==> src/rtl/ecc_pkg.sv <==
// rtl/ecc_pkg.sv - Hamming SECDED geometry helpers shared by encoder and decoder
package ecc_pkg;

  // Smallest p with 2^p >= data_w + p + 1
  function automatic int calc_par_w(input int data_w);
    int p;
    p = 1;
    while ((1 << p) < data_w + p + 1) p++;
    return p;
  endfunction

  function automatic bit is_pow2(input int k);
    return (k > 0) && ((k & (k - 1)) == 0);
  endfunction

  // Hamming position of data bit i: the i-th non-power-of-two position from 3 up
  function automatic int data_pos(input int i);
    int k;
    int n;
    k = 2;
    n = -1;
    while (n < i) begin
      k++;
      if (!is_pow2(k)) n++;
    end
    return k;
  endfunction

endpackage

==> src/rtl/secded_decoder_pipe_if.sv <==
// rtl/secded_decoder_pipe_if.sv - codeword in / decoded result out stream bundle
interface secded_decoder_pipe_if #(
  parameter int DATA_W = 32,
  parameter int PAR_W  = 6
);
  localparam int CW = DATA_W + PAR_W + 1;

  logic              in_valid;
  logic              in_ready;
  logic [CW-1:0]     in_code;
  logic              out_valid;
  logic              out_ready;
  logic [DATA_W-1:0] out_data;
  logic              out_sec;
  logic              out_ded;
  logic [PAR_W-1:0]  out_syndrome;

  modport slave (
    input  in_valid, in_code, out_ready,
    output in_ready, out_valid, out_data, out_sec, out_ded, out_syndrome
  );

  modport master (
    output in_valid, in_code, out_ready,
    input  in_ready, out_valid, out_data, out_sec, out_ded, out_syndrome
  );
endinterface

==> src/rtl/ecc_syndrome.sv <==
// rtl/ecc_syndrome.sv - combinational Hamming syndrome and overall parity of a codeword
module ecc_syndrome #(
  parameter int CW    = 39,
  parameter int PAR_W = 6
) (
  input  logic [CW-1:0]    code_i,
  output logic [PAR_W-1:0] syn_o,
  output logic             par_o
);

  // Syndrome is the XOR of the indices of all set positions; bit 0 is outside Hamming space
  always_comb begin
    syn_o = '0;
    for (int k = 1; k < CW; k++) begin
      if (code_i[k]) syn_o = syn_o ^ PAR_W'(k);
    end
    par_o = ^code_i;
  end

endmodule

==> src/rtl/secded_decoder_pipe.sv <==
// rtl/secded_decoder_pipe.sv - two-stage pipelined SECDED decoder with error counters
module secded_decoder_pipe
  import ecc_pkg::*;
#(
  parameter int DATA_W = 32,
  parameter int PAR_W  = calc_par_w(DATA_W),
  parameter int CNT_W  = 16
) (
  input  logic                  clk,
  input  logic                  rst_n,
  secded_decoder_pipe_if.slave  bus,
  input  logic                  clr_cnt,
  output logic [CNT_W-1:0]      sec_cnt,
  output logic [CNT_W-1:0]      ded_cnt
);

  localparam int CW = DATA_W + PAR_W + 1;
  localparam int N  = CW - 1;

  logic              v1_q, v2_q;
  logic [CW-1:0]     code1_q;
  logic [PAR_W-1:0]  syn1_q, syn2_q, syn_d;
  logic              par1_q, par_d;
  logic [DATA_W-1:0] data2_q, data_d;
  logic              sec2_q, ded2_q, sec_d, ded_d;
  logic [CNT_W-1:0]  sec_cnt_q, ded_cnt_q, sec_cnt_d, ded_cnt_d;
  logic [CW-1:0]     fixed;
  logic [PAR_W:0]    unused_par;
  logic              adv1, adv2, out_hs;

  assign adv2         = !v2_q || bus.out_ready;
  assign adv1         = !v1_q || adv2;
  assign bus.in_ready = adv1;
  assign out_hs       = v2_q && bus.out_ready;

  ecc_syndrome #(.CW(CW), .PAR_W(PAR_W)) u_syndrome (
    .code_i (bus.in_code),
    .syn_o  (syn_d),
    .par_o  (par_d)
  );

  always_comb begin
    sec_d = 1'b0;
    ded_d = 1'b0;
    if (syn1_q == '0) begin
      sec_d = par1_q;
    end else if (par1_q && (int'(syn1_q) <= N)) begin
      sec_d = 1'b1;
    end else begin
      ded_d = 1'b1;
    end
  end

  // A single error at position 0 lands on the overall parity bit and never reaches the payload
  for (genvar gk = 0; gk < CW; gk++) begin : g_fix
    assign fixed[gk] = code1_q[gk] ^ (sec_d && (int'(syn1_q) == gk));
  end

  for (genvar gi = 0; gi < DATA_W; gi++) begin : g_extract
    localparam int P = data_pos(gi);
    assign data_d[gi] = fixed[P];
  end

  assign unused_par[0] = fixed[0];
  for (genvar gj = 0; gj < PAR_W; gj++) begin : g_par
    assign unused_par[gj+1] = fixed[1 << gj];
  end

  always_comb begin
    sec_cnt_d = sec_cnt_q;
    ded_cnt_d = ded_cnt_q;
    if (clr_cnt) begin
      sec_cnt_d = '0;
      ded_cnt_d = '0;
    end else if (out_hs) begin
      if (sec2_q && (sec_cnt_q != '1)) sec_cnt_d = sec_cnt_q + CNT_W'(1);
      if (ded2_q && (ded_cnt_q != '1)) ded_cnt_d = ded_cnt_q + CNT_W'(1);
    end
  end

  always_ff @(posedge clk) begin
    if (!rst_n) begin
      v1_q      <= 1'b0;
      code1_q   <= '0;
      syn1_q    <= '0;
      par1_q    <= 1'b0;
      v2_q      <= 1'b0;
      data2_q   <= '0;
      sec2_q    <= 1'b0;
      ded2_q    <= 1'b0;
      syn2_q    <= '0;
      sec_cnt_q <= '0;
      ded_cnt_q <= '0;
    end else begin
      if (adv1) begin
        v1_q <= bus.in_valid;
        if (bus.in_valid) begin
          code1_q <= bus.in_code;
          syn1_q  <= syn_d;
          par1_q  <= par_d;
        end
      end
      if (adv2) begin
        v2_q <= v1_q;
        if (v1_q) begin
          data2_q <= data_d;
          sec2_q  <= sec_d;
          ded2_q  <= ded_d;
          syn2_q  <= syn1_q;
        end
      end
      sec_cnt_q <= sec_cnt_d;
      ded_cnt_q <= ded_cnt_d;
    end
  end

  assign bus.out_valid    = v2_q;
  assign bus.out_data     = data2_q;
  assign bus.out_sec      = sec2_q;
  assign bus.out_ded      = ded2_q;
  assign bus.out_syndrome = syn2_q;
  assign sec_cnt          = sec_cnt_q;
  assign ded_cnt          = ded_cnt_q;

endmodule

==> src/flat_wrapper.sv <==
// flat-port wrapper written by rule: the top's interface ports become plain ports
module secded_decoder_pipe_flat import ecc_pkg::*;
#(
  parameter int DATA_W = 32,
  parameter int PAR_W  = calc_par_w(DATA_W),
  parameter int CNT_W  = 16
)
  (clk, rst_n, clr_cnt, sec_cnt, ded_cnt, bus_in_valid, bus_in_code, bus_out_ready, bus_in_ready, bus_out_valid, bus_out_data, bus_out_sec, bus_out_ded, bus_out_syndrome);
  secded_decoder_pipe_if #(.DATA_W(DATA_W), .PAR_W(PAR_W)) bus_i ();
  input  logic clk;
  input  logic rst_n;
  input  logic clr_cnt;
  output logic [CNT_W-1:0] sec_cnt;
  output logic [CNT_W-1:0] ded_cnt;
  input wire logic [$bits(bus_i.in_valid)-1:0] bus_in_valid;
  input wire logic [$bits(bus_i.in_code)-1:0] bus_in_code;
  input wire logic [$bits(bus_i.out_ready)-1:0] bus_out_ready;
  output wire logic [$bits(bus_i.in_ready)-1:0] bus_in_ready;
  output wire logic [$bits(bus_i.out_valid)-1:0] bus_out_valid;
  output wire logic [$bits(bus_i.out_data)-1:0] bus_out_data;
  output wire logic [$bits(bus_i.out_sec)-1:0] bus_out_sec;
  output wire logic [$bits(bus_i.out_ded)-1:0] bus_out_ded;
  output wire logic [$bits(bus_i.out_syndrome)-1:0] bus_out_syndrome;
  assign bus_i.in_valid = bus_in_valid;
  assign bus_i.in_code = bus_in_code;
  assign bus_i.out_ready = bus_out_ready;
  assign bus_in_ready = bus_i.in_ready;
  assign bus_out_valid = bus_i.out_valid;
  assign bus_out_data = bus_i.out_data;
  assign bus_out_sec = bus_i.out_sec;
  assign bus_out_ded = bus_i.out_ded;
  assign bus_out_syndrome = bus_i.out_syndrome;
  secded_decoder_pipe #(.DATA_W(DATA_W), .PAR_W(PAR_W), .CNT_W(CNT_W)) u_core (.clk(clk), .rst_n(rst_n), .bus(bus_i), .clr_cnt(clr_cnt), .sec_cnt(sec_cnt), .ded_cnt(ded_cnt));
endmodule
==> config.mk <==
export PLATFORM = sky130hd
export DESIGN_NAME = secded_decoder_pipe_flat
export DESIGN_NICKNAME = d
export VERILOG_FILES = /design/src/rtl/ecc_pkg.sv /design/src/rtl/secded_decoder_pipe_if.sv /design/src/rtl/ecc_syndrome.sv /design/src/rtl/secded_decoder_pipe.sv /design/src/flat_wrapper.sv
export SDC_FILE = /design/constraint.sdc
export NUM_CORES = 1
export LEC_CHECK = 0
export BUFFER_PORTS_ARGS = -buffer_cell sky130_fd_sc_hd__buf_4
export CORE_MARGIN = 2
export CORE_UTILIZATION = 54
export CTS_CLUSTER_SIZE = 40
export DETAILED_ROUTE_END_ITERATION = 10
export GPL_TIMING_DRIVEN = 0
export HOLD_SLACK_MARGIN = 0.06
export PLACE_DENSITY_LB_ADDON = 0.08
export SETUP_SLACK_MARGIN = 0.15
export SYNTH_ARGS = -nofsm -noshare
export SYNTH_HDL_FRONTEND = slang
export SYNTH_SLANG_ARGS = --single-unit
==> constraint.sdc <==
create_clock -name clk -period 2.3 [get_ports clk]
set_clock_uncertainty 0.2 [all_clocks]
set_input_delay 0.345 -clock clk [delete_from_list [all_inputs] [get_ports clk]]
set_output_delay 0.345 -clock clk [all_outputs]
set_load 0.02 [all_outputs]
; Word level (Yosys, flattened, before mapping)
; Index checks and enable logic that the tools add are counted.
[totals]
in_bits = 44
word_cells = 207
out_inout_bits = 74
register_bits = 120
[op_classes]
reduce_logical = 47
bitwise = 70
n_eq_ne = 34
order_cmp = 1
n_addsub = 2
muxes = 42
[op_table]
columns = operator, n
row1 = "== test 6 bit, second input constant", 21
row2 = two-way mux 5 bit, 16
row3 = "== test 6 x 5 -> 1 bit, second input constant", 7
row4 = two-way mux 6 bit, 7
row5 = NOT 3 bit, 13
row6 = XOR reduction 39 bit, 1
row7 = logical AND 1 bit, 36
row8 = "adder 16 x 1 -> 16 bit, second input constant", 2
row9 = two-way mux 4 bit, 8
row10 = "!= test 16 bit, second input constant", 2
row11 = XOR 1 bit, 32
row12 = NOT 2 bit, 13
row13 = NOT 4 bit, 5
row14 = "== test 6 x 4 -> 1 bit, second input constant", 3
row15 = two-way mux 3 bit, 4
row16 = AND reduction 2 bit, 4
row17 = "== test 6 x 3 -> 1 bit, second input constant", 1
row18 = "<= comparator 6 bit, second input constant", 1
row19 = logical NOT 6 bit, 1
row20 = two-way mux 1 bit, 5
row21 = "NOT 1 bit, first input constant", 5
row22 = NOT 5 bit, 1
row23 = two-way mux 2 bit, 2
row24 = logical NOT 1 bit, 2
row25 = 3 further kinds, 4

; Logic depth before layout (Yosys ltp)
; Gate-level depths: netlist of run 1.
[depth]
depth_word = 70
ltp_mapped = 8
depth_no_buf = 7

; Cells and area by module
; From an unflattened synthesis of run 1, not the netlist that was laid out.
[hier_totals]
cells_unflattened = 686
hier_area_um2 = 5684.2
[by_module_without_submodules]
columns = mod, n_inst, cells_per_inst, seq_area_each_um2, area_per_inst_um2
row1 = secded_decoder_pipe, 1, 616, 2262.2, 5027.3
row2 = ecc_syndrome, 1, 70, 0.0, 656.9

; Least setup slack after synthesis of run 1
; No wires, ideal clock.
[synth_path]
path_kind = reg2reg
startpoint = register u_core.ded_cnt_q[0] (netlist: u_core.ded_cnt[0])
endpoint = register u_core.ded_cnt_q[10] (netlist: u_core.ded_cnt[10])
path_buffers = 1
path_stages_with_launch = 7
setup_time_ns = 0.071
t_arrival_ns = 1.793
required_time_ns = 2.029
synth_period_minus_slack_ns = 2.063
path_slack_ns = 0.237
cell_sequence = dfxtp_1 ha_1 nand2_1 or4_1 buf_2 or3_1 a21oi_1
[synth_via]
elab_chain_cells = 3
word_cells_on_any_way = 4
classes_between = add/sub: 1 / eq/ne: 1 / reduce/logical: 2
[synth_rtl]
columns = element, line
row1 = start: declaration, secded_decoder_pipe.sv:26  ; logic [CNT_W-1:0] sec_cnt_q, ded_cnt_q, sec_cnt_d, ded_cnt_d;
row2 = start signal: assignment, secded_decoder_pipe.sv:113  ; ded_cnt_q <= ded_cnt_d;
row3 = "parallel branches: the longest is 3 deep, another holds adder 16 x 1 -> 16 bit", -
; Parallel ways; which one is timed is not known.
; A chain may end at the register's enable or synchronous reset.

; Worst setup path in the final report of run 1
[layout_path]
startpoint = register u_core.sec2_q (netlist: u_core.bus.out_sec)
endpoint = register u_core.sec_cnt_q[13] (netlist: u_core.sec_cnt[13])
[layout_via]
elab_chain_cells = 2
[layout_rtl]
columns = element, line
row1 = start: declaration, secded_decoder_pipe.sv:25  ; logic sec2_q, ded2_q, sec_d, ded_d;
row2 = start signal: assignment, secded_decoder_pipe.sv:89  ; sec2_q <= 1'b0;
row3 = start signal: assignment, secded_decoder_pipe.sv:107  ; sec2_q <= sec_d;
row4 = logical AND 1 bit, secded_decoder_pipe.sv:76  ; if (sec2_q && (sec_cnt_q != '1)) sec_cnt_d = sec_cnt_q + CNT_W'(1);
row5 = AND reduction 2 bit (no line), -
row6 = end signal: assignment, secded_decoder_pipe.sv:112  ; sec_cnt_q <= sec_cnt_d;
row7 = end: declaration, secded_decoder_pipe.sv:26
; Every way passes these cells.

==> results of run 1 <==
[registers in the layout, summed over array words and instances, names as in the netlist]
name / flops
u_core.bus.out_sec: 1
u_core.bus.out_syndrome: 6
u_core.syn1_q: 6
u_core.bus.out_ded: 1
u_core.bus.out_valid: 1
u_core.bus.out_data: 32
u_core.code1_q: 32
u_core.ded_cnt: 16
u_core.v1_q: 1
u_core.par1_q: 1
u_core.sec_cnt: 16
[placed cells by master (no fill, tap or decap), types with 3 or more instances in the layout]
cell type | netlist | layout
nand2_1 | 106 | 105
nand2b_1 | 7 | 7
nand4_1 | 8 | 8
a211oi_1 | 27 | 27
a311oi_1 | 9 | 9
clkbuf_8 | 0 | 7
nor2b_1 | 5 | 4
clkbuf_16 | 0 | 16
or3_1 | 14 | 14
dlygate4sd3_1 | 0 | 37
nand3_1 | 22 | 20
nand3_2 | 1 | 3
bufinv_16 | 0 | 6
xor2_1 | 33 | 33
buf_4 | 0 | 118
a21oi_1 | 52 | 51
clkbuf_2 | 0 | 10
nor2_1 | 76 | 76
nor3_1 | 16 | 15
dfxtp_1 | 113 | 113
clkbuf_1 | 34 | 24
xnor2_1 | 77 | 76
xnor3_1 | 4 | 4
o21ai_0 | 14 | 14
[kinds of logic after synthesis]
kind of cell	after synthesis	synth area share, %
multiplexers	2	0.372
AO/OA/AOI/OAI	106	11.9
AND/OR/NAND/NOR	273	23.0
adder cells (fa/ha/maj)	2	0.465
flip-flops	113	42.0
buffers and inverters	38	2.70
XOR/XNOR	114	19.6
[worst max-delay path: stages, from the launching register on]
cell and delay [ns]:
dfxtp_1 0.38, nand3_1 0.18, or3_1 0.43, or3_4 0.37
or3_1 0.31, a21oi_1 0.14
[layout make-up]
| class | count | share of cell area [%] |
|---|---|---|
| plain buffers | 36 | 2.02 |
| clock buffers | 23 | 6.56 |
| clock inverters | 9 | 2.61 |
| inverters | 2 | 0.0991 |
| multi-input cells | 497 | 40.2 |
| flip-flops and latches | 113 | 29.9 |
| well taps | 133 | 2.20 |
| repair buffers | 154 | 16.5 |
[final timing paths]
| kind | start | to |
|---|---|---|
| max | u_core.bus.out_sec | u_core.sec_cnt[13] |
| min | bus_out_ready | u_core.ded_cnt[3] |
| max reg2reg | u_core.bus.out_sec | u_core.sec_cnt[13] |
| min reg2reg | u_core.bus.out_syndrome[0] | u_core.bus.out_syndrome[0] |
[report_power, final]
part           leakage (nW)  switching [mW]  total, mW  internal (mW)
registers             0.924           0.107       2.18           2.08
clock network         0.340           0.872       3.02           2.15
logic                  1.61           0.672       1.22          0.546
total                  2.88            1.65       6.42           4.77
[through the flow]
step / util, % / setup slack (ns) / total power [mW] / cells
final: 77.8 / 0.197 / 6.42 / 967
after global routing: 77.8 / 0.134 / 6.65 / 967
after CTS: 77.1 / 0.171 / 6.42 / 967
after detailed placement: 66.0 / 0.0817 / 3.35 / 898
after global placement: 66.0 / 0.175 / 3.31 / 898
after floorplan: - / 0.237 / 2.97 / 648
[timing repair]
item,CTS,global route
pin swaps,0,1
hold buffers,37,0
resized for setup,4,29
endpoints found under the hold margin,38,0
endpoints found under the setup margin,12,61
[routing by layer]
| metal | share of wire, % | global-route usage, % | up-vias | wire (microns) |
|---|---|---|---|---|
| li1 | - | - | 2558 | - |
| met1 | 41 | 32.4 | 2341 | 6310 |
| met2 | 49 | 50.3 | 214 | 7530 |
| met3 | 5.8 | 6.61 | 39 | 879 |
| met4 | 3.4 | 11.5 | 0 | 520 |
| met5 | 0 | 0 | - | 0 |
==> metrics, run 1 <==
first-pass iteration count of the detailed router=5; worst-case clock buffer depth=2; share of cells above drive strength 1=21.1%; Commonest cells post-synth=dfxtp_1 (113), nand2_1 (106), xnor2_1 (77), nor2_1 (76), a21oi_1 (52); Area contributors post-synth=dfxtp_1 (42%), xnor2_1 (13%), nand2_1 (7.4%); H-tree levels=4; # fillers=710; Max Cap Viol=0; Design Area, Final=7570 sq um; CP Max Fanout=4; most common cell in the netlist=dfxtp_1; Mapped Nets=694; Chip Height=104 microns; Reg area=2260 sq um; R2R cell count=5; TNS Setup=0 ns; distinct cell type count after synthesis=39; Post-Place Cell Area=6430 sq um; DRC violations left=0; Ports=between 100 and 150; DRT Wirelength=15.2 mm; # rows=36; Worst-Skew Late Latency=just over 0.5 ns; Initial DRC Count=~370; min-delay worst type=in2reg; Post-synth EDFFs=0; IO Port Bufs=approximately 120; sequential fraction of the synthesis area=42.0%; dominant synthesized flop cell=dfxtp_1; post-synthesis average cell area=8.30 sq um; vias in the first global route=5,047; Starting Density=55.3%; Max-slew headroom=between 50% and 60%; via count=about 5,200; DIE WIDTH=~100 microns; GRT Total Usage=28.2%; Mapped Cells=648; initial antenna violation count=0; period utilization=between 90% and 100%; GPL Wtd Cong=between 0.9 and 1; Worst EP arrival=2.34 ns; setup violators final=0; largest net degree at the start of global routing=17; WHS Path Cells=5; global-route wire length before repair=24.1 mm; cts bufs inserted=17; Multi-input gate area=3040 sq um; estimated wirelength of the detail-placed design=10.8 mm; Async S/R FF share, synth=0%; setup bufs post-CTS=0; DR WL/cell=15.8 microns; area grow syn2layout=40.7%; Yosys reg bits=113; CTS root buf=clkbuf_8; Pleak=2.88 nW; GRT overflow=0; Min Hold Slack=0.220 ns; fmax=476 MHz; Core Region=a little under 10,000 sq um; synth warn=0; worst ir drop on vdd=438 uV; Synth area leader=dfxtp_1; Die Footprint=approximately 11,000 sq um; Startpoint Class=flop; total clock sinks=113; CTS tree=yes; Synth Cell Area=5380 sq um; CP Class=reg2reg; Slew @ Worst Pin=0.668 ns; r2r setup slk=0.20 ns; Clock Pin Slew Worst Setup and Hold Paths=0.06 ns; vias per cell=roughly 5.3; final net count=867; fin. max-slew vios=0; critical path capture point type=flop; RSZ-0062 raised after global routing=true; ANT cells=0; Yosys top cell area share=42.0%; PwrDens=around 850 nW/um^2; final hold vios=0; worst path required time=2.54 ns; fin crit period=between 2 and 2.5 ns; remaining antenna violation count=0; outcome=finished, final reports clean
(Power assumes the default switching activity.)
==> inputs of run 2 (changes only) <==
CORE_ASPECT_RATIO = 2   (was not set)
==> run 2 against run 1 <==
  * Sequential share of layout area fell by 0.43 points
  * Non-clock buffer count is 1 higher
  * Setup slack lost 0.060 ns
  * Worst hold slack got worse by 0.16 ns
  * Largest power group unchanged
==> metrics, run 2 (synthesis results as in run 1) <==
Worst-Skew Late Latency=0.40 ns (was 0.51 ns); CP Class=in2reg (was reg2reg); Final WS setup=0.137 ns (was 0.197 ns); worst-case clock buffer depth=2 (unchanged); worst path required time=2.43 ns (was 2.54 ns); Clock Pin Slew Worst Setup and Hold Paths=0.05 ns (was 0.06 ns); cts bufs inserted=17 (unchanged); GRT Total Usage=28.7% (was 28.2%); critical path capture point type=flop (unchanged); commonest cells after routing, fill and taps aside=buf_4 (112), dfxtp_1 (111), nand2_1 (106) (was buf_4 (118), dfxtp_1 (113), nand2_1 (105)); outcome=finished, final reports clean (unchanged); fin crit period=2.16 ns (was 2.10 ns); estimated wirelength of the detail-placed design=11.6 mm (was 10.8 mm); via count=5,267 (was 5,152); setup slack at placement=-0.0234 ns (was 0.0817 ns); area grow syn2layout=43.0% (was 40.7%); remaining antenna violation count=0 (unchanged); min-delay worst type=in2reg (unchanged); CTS tree=yes (unchanged); GRT overflow=0 (unchanged); ANT cells=0 (unchanged); Starting Density=55.5% (was 55.3%); final hold vios=0 (unchanged); setup violators final=0 (unchanged); fin. max-slew vios=0 (unchanged); Inst Count DP=897 (was 898); total clock sinks=113 (unchanged); Max Cap Viol=0 (unchanged); DRC violations left=0 (unchanged); M1 wire length=5.40 mm (was 6.31 mm); IO Port Bufs=117 (unchanged); most common cell after layout, fill and taps aside=buf_4 (unchanged); largest net degree at the start of global routing=17 (unchanged); H-tree levels=4 (unchanged); DRT Wirelength=16.4 mm (was 15.2 mm); # rows=51 (was 36); CTS root buf=clkbuf_16 (was clkbuf_8); Startpoint Class=primary input (was flop); Worst EP arrival=2.29 ns (was 2.34 ns); RSZ-0062 raised after global routing=true (unchanged); metal2 WL=9.26 mm (was 7.53 mm); share of cells above drive strength 1=22.3% (was 21.1%); top layer in use=met4 (unchanged); PwrDens=832 nW/um^2 (was 848 nW/um^2); Slew @ Worst Pin=0.712 ns (was 0.668 ns); Initial DRC Count=185 (was 371); final net count=868 (was 867); DR WL/cell=16.9 microns (was 15.8 microns); fmax=462 MHz (was 476 MHz); initial antenna violation count=0 (unchanged); period utilization=94.0% (was 91.4%); vias in the first global route=5,201 (was 5,047); Max-slew headroom=52.1% (was 55.1%); Pleak=3.00 nW (was 2.88 nW); Die Footprint=10,800 sq um (about the same); Core Region=9700 sq um (was 9730 sq um); DIE WIDTH=74.6 microns (was 104 microns); GPL Wtd Cong=0.960 (was 0.929); Chip Height=145 microns (was 104 microns); first-pass iteration count of the detailed router=5 (unchanged); global-route wire length before repair=23.8 mm (was 24.1 mm); non-filler cells, final=967 (unchanged); final core utilization=79.3% (was 77.8%); vias per cell=5.45 (was 5.33); Ports=118 (unchanged); routed wl met3=835 microns (was 879 microns); CP Max Fanout=3 (was 4); worst ir drop on vdd=625 uV (was 438 uV)
[run 2: cell count changes in the layout (fill, tap and decap cells not counted), sizes merged]
cell / previous run / this run
buf: 119 / 122
bufinv: 6 / 5
clkinv: 2 / 3
clkinvlp: 1 / 2
dlygate4sd3: 37 / 25
dlymetal6s4s: 0 / 9
[run 2: area by class of cell]
cell class	count	area (sq um)
Sequential cell	113	2260
Buffer	36	149
Clock buffer	22	474
Timing Repair Buffer	155	1310
Clock inverter	10	180
Inverter	2	7.51
Multi-Input combinational cell	497	3150
Fill cell	669	2010
Tap cell	132	165
[run 2: power by group]
| group | internal, mW | switching [mW] |
|---|---|---|
| registers | 2.08 | 0.109 |
| logic | 0.590 | 0.742 |
| clock network | 2.00 | 0.885 |
| total | 4.67 | 1.74 |
[run 2: critical path: stages]
cell and delay (ns):
dlygate4sd3_1 0.54, buf_4 0.15, xnor2_1 0.33, xnor2_1 0.15, xnor2_1 0.33, xnor2_1 0.17, nand2_1 0.09, a21oi_1 0.18
[run 2: stage by stage]
step                      cell area, sq um  hold WS (ns)  setup TNS [ns]  total power, mW
after global routing                  7690        0.0624               0             6.59
after detailed placement              6420         0.256         -0.0234             3.37
after floorplan                       5380         0.241               0             2.97
final                                 7690        0.0555               0             6.40
after global placement                6420         0.248               0             3.34
after CTS                             7430        0.0687               0             6.28
[run 2: what timing repair did]
item                                    in CTS  in global routing
setup buffers                                0                  4
gates resized for setup                      2                 58
cloned                                       0                  0
endpoints found under the hold margin       34                  0
endpoints found under the setup margin      11                 57
pin swaps                                    0                 18
hold buffers                                34                  0
[run 2: worst paths after layout]
path	to	slack (ns)	start	depth (start not counted)
worst max-delay path	u_core.syn1_q[1]	0.14	bus_in_code[27]	8
worst min register to register	u_core.bus.out_syndrome[2]	0.26	u_core.bus.out_syndrome[2]	2
worst min-delay path	u_core.bus.out_valid	0.06	bus_out_ready	4
worst max register to register	u_core.code1_q[31]	0.14	u_core.bus.out_valid	7
[run 2: routing by layer]
layer	vias up	track usage (%)
li1	2542	-
met1	2436	25.4
met2	234	55.1
met3	55	6.60
met4	0	15.4
met5	-	0
==> inputs of run 3 (changes only) <==
ABC_AREA = 1   (was not set)
CORE_UTILIZATION = 56   (was 54)
==> run 3 against run 2 <==
  * Via count grew 27%
  * Register-to-register slack improved by 0.13 ns
  * Critical path depth up 6
  * Power down 9.7%
  * Sequential share of layout area fell by 2.1 points
  * Setup slack better by 0.096 ns
  * Die area is 14% higher
  * Combinational power decreased by 16%
  * Final cell count grew 33%
  * Sequential power hardly changed
  * Sequential cell count unchanged
  * Largest cell class unchanged
==> metrics, run 3 <==
Pleak=3.93 nW (was 3.00 nW); Worst EP arrival=2.17 ns (was 2.29 ns); worst-case clock buffer depth=2 (unchanged); Design Area, Final=8310 sq um (was 7690 sq um); H-tree levels=4 (unchanged); dominant synthesized flop cell=dfxtp_1 (unchanged); routed wl met3=800 microns (was 835 microns); # fillers=988 (was 669); global-route wire length before repair=30.6 mm (was 23.8 mm); Max-slew headroom=60.4% (was 52.1%); worst ir drop on vdd=534 uV (was 625 uV); Mapped Cells=981 (was 648); vias per cell=5.22 (was 5.45); M1 wire length=6.45 mm (was 5.40 mm); Starting Density=57.2% (was 55.5%); largest net degree at the start of global routing=17 (unchanged); Clock Pin Slew Worst Setup and Hold Paths=0.05 ns (about the same); outcome=finished, final reports clean (unchanged); ANT cells=0 (unchanged); RSZ-0062 raised after global routing=false (was true); Worst-Skew Late Latency=0.41 ns (was 0.40 ns); CTS root buf=clkbuf_16 (unchanged); Crit path top cell by count=nand2_1 (was xnor2_1); Die Footprint=12,400 sq um (was 10,800 sq um); fin. max-slew vios=0 (unchanged); GRT overflow=0 (unchanged); final net count=1,179 (was 868); Chip Height=155 microns (was 145 microns); Slew @ Worst Pin=0.594 ns (was 0.712 ns); fmax=484 MHz (was 462 MHz); post-synthesis average cell area=6.54 sq um (was 8.30 sq um); Mapped Nets=1,027 (was 694); DRT Wirelength=19.6 mm (was 16.4 mm); area grow syn2layout=29.5% (was 43.0%); share of cells above drive strength 1=17.4% (was 22.3%); CP Max Fanout=3 (unchanged); worst path required time=2.41 ns (was 2.43 ns); DRC violations left=0 (unchanged); initial antenna violation count=0 (unchanged); most common cell in the netlist=nand2_1 (was dfxtp_1); Synth area leader=dfxtp_1 (unchanged); DR WL/cell=15.3 microns (was 16.9 microns); critical path capture point type=flop (unchanged); Area contributors post-synth=dfxtp_1 (35%), nand2_1 (14%), nor2_1 (8.0%) (was dfxtp_1 (42%), xnor2_1 (13%), nand2_1 (7.4%)); Yosys reg bits=113 (unchanged); final core utilization=74.1% (was 79.3%); min-delay worst type=in2reg (unchanged); Tot Pwr=5.78 mW (was 6.40 mW); Ports=118 (unchanged); Async S/R FF share, synth=0% (unchanged); commonest cells after routing, fill and taps aside=nand2_1 (233), nor2_1 (132), buf_4 (118) (was buf_4 (112), dfxtp_1 (111), nand2_1 (106)); TNS Setup=0 ns (unchanged); Slowest cell on crit path=dlygate4sd3_1 (unchanged); estimated wirelength of the detail-placed design=15.3 mm (was 11.6 mm); buffers plus inverters on the worst setup path=4 (was 2); metal2 WL=11.1 mm (was 9.26 mm); GPL Wtd Cong=0.918 (was 0.960); remaining antenna violation count=0 (unchanged); GRT Total Usage=32.4% (was 28.7%); via count=6,713 (was 5,267); Startpoint Class=primary input (unchanged); Synth Cell Area=6420 sq um (was 5380 sq um); DIE WIDTH=79.7 microns (was 74.6 microns); CP delay by family, top=simple AND/OR/NAND/NOR gates (was XOR/XNOR gates); CTS tree=yes (unchanged); Post-synth EDFFs=0 (unchanged); peak per-stage delay on the critical path=0.54 ns (about the same); Post-Place Cell Area=7440 sq um (was 6420 sq um); PwrDens=696 nW/um^2 (was 832 nW/um^2); final hold vios=0 (unchanged); most common cell after layout, fill and taps aside=nand2_1 (was buf_4); Commonest cells post-synth=nand2_1 (240), nor2_1 (136), inv_1 (119), dfxtp_1 (113), o21ai_0 (78) (was dfxtp_1 (113), nand2_1 (106), xnor2_1 (77), nor2_1 (76), a21oi_1 (52)); setup violators final=0 (unchanged); r2r setup slk=0.27 ns (was 0.14 ns); Initial DRC Count=283 (was 185); CP Class=in2reg (unchanged); Max Cap Viol=0 (unchanged); total clock sinks=113 (unchanged); fin crit period=2.07 ns (was 2.16 ns); Min Hold Slack=0.0771 ns (was 0.0555 ns); # rows=55 (was 51); top layer in use=met4 (unchanged); sequential fraction of the synthesis area=35.2% (was 42.0%); Core Region=11,200 sq um (was 9700 sq um); cts bufs inserted=17 (unchanged); distinct cell type count after synthesis=34 (was 39); synth warn=0 (unchanged); Yosys top cell area share=35.2% (was 42.0%); period utilization=89.9% (was 94.0%); first-pass iteration count of the detailed router=5 (unchanged); crit-path cells=dlygate4sd3_1 -> buf_4 -> xnor2_2 -> nand2_1 -> nand2_2 -> nand3_1 -> nand2_2 -> inv_1 -> nand3_1 -> nand2_1 -> nand2_1 -> nand3_1 -> nand2_1 -> inv_1 (was dlygate4sd3_1 -> buf_4 -> xnor2_1 -> xnor2_1 -> xnor2_1 -> xnor2_1 -> nand2_1 -> a21oi_1); IO Port Bufs=113 (was 117); vias in the first global route=6,385 (was 5,201)
-- run 3: report_power, final --
| part | internal, mW | switching (mW) |
|---|---|---|
| logic | 0.423 | 0.698 |
| clock network | 1.65 | 0.856 |
| registers | 2.07 | 0.0832 |
| total | 4.14 | 1.64 |
-- run 3: layout make-up --
type	instances	area (sq um)	share of cell area, %
buffer	34	150	1.81
clock buffer	22	474	5.71
clock inverter	7	85.1	1.02
inverter	122	468	5.63
multi-input combinational	712	3640	43.8
sequential	113	2270	27.4
tap	142	178	2.14
timing repair buffer	133	1040	12.5
-- run 3: timing repair --
action,in CTS,in global routing
endpoints found under the setup margin,19,59
resized for setup,7,37
hold endpoints to repair,16,0
hold buffers,16,0
setup buffers,0,4
pin swaps,0,3
-- run 3: final timing paths --
path                         to               start  cells past startpoint
max reg2reg   u_core.sec_cnt[1]   u_core.sec_cnt[0]                     11
max               u_core.par1_q     bus_in_code[14]                     14
min reg2reg  u_core.code1_q[31]  u_core.code1_q[31]                      2
min          u_core.code1_q[28]     bus_in_code[28]                      3
-- run 3: routing by layer --
metal  vias to the layer above  track usage [%]
met5                         -                0
met2                       226             63.5
met1                      3010             29.2
met4                         0             20.3
met3                        70             5.28
li1                       3407                -
-- run 3: tightest hold or removal path, stage by stage --
cell     delay (ns)
buf_4          0.09
inv_1          0.08
a21oi_1        0.13
-- run 3: cells by family after synthesis --
kind of cell             share of synthesized area [%]
AO/OA/AOI/OAI                                     12.2
XOR/XNOR                                          11.6
adder cells (fa/ha/maj)                          0.390
buffers and inverters                             9.34
flip-flops                                        35.2
AND/OR/NAND/NOR                                   31.2
-- run 3: through the flow --
stage                     cells  worst slack (ns)
final                      1285             0.233
after global routing       1285             0.115
after CTS                  1281             0.157
after detailed placement   1236           -0.0579
after global placement     1236           -0.0546
after floorplan             981             0.248
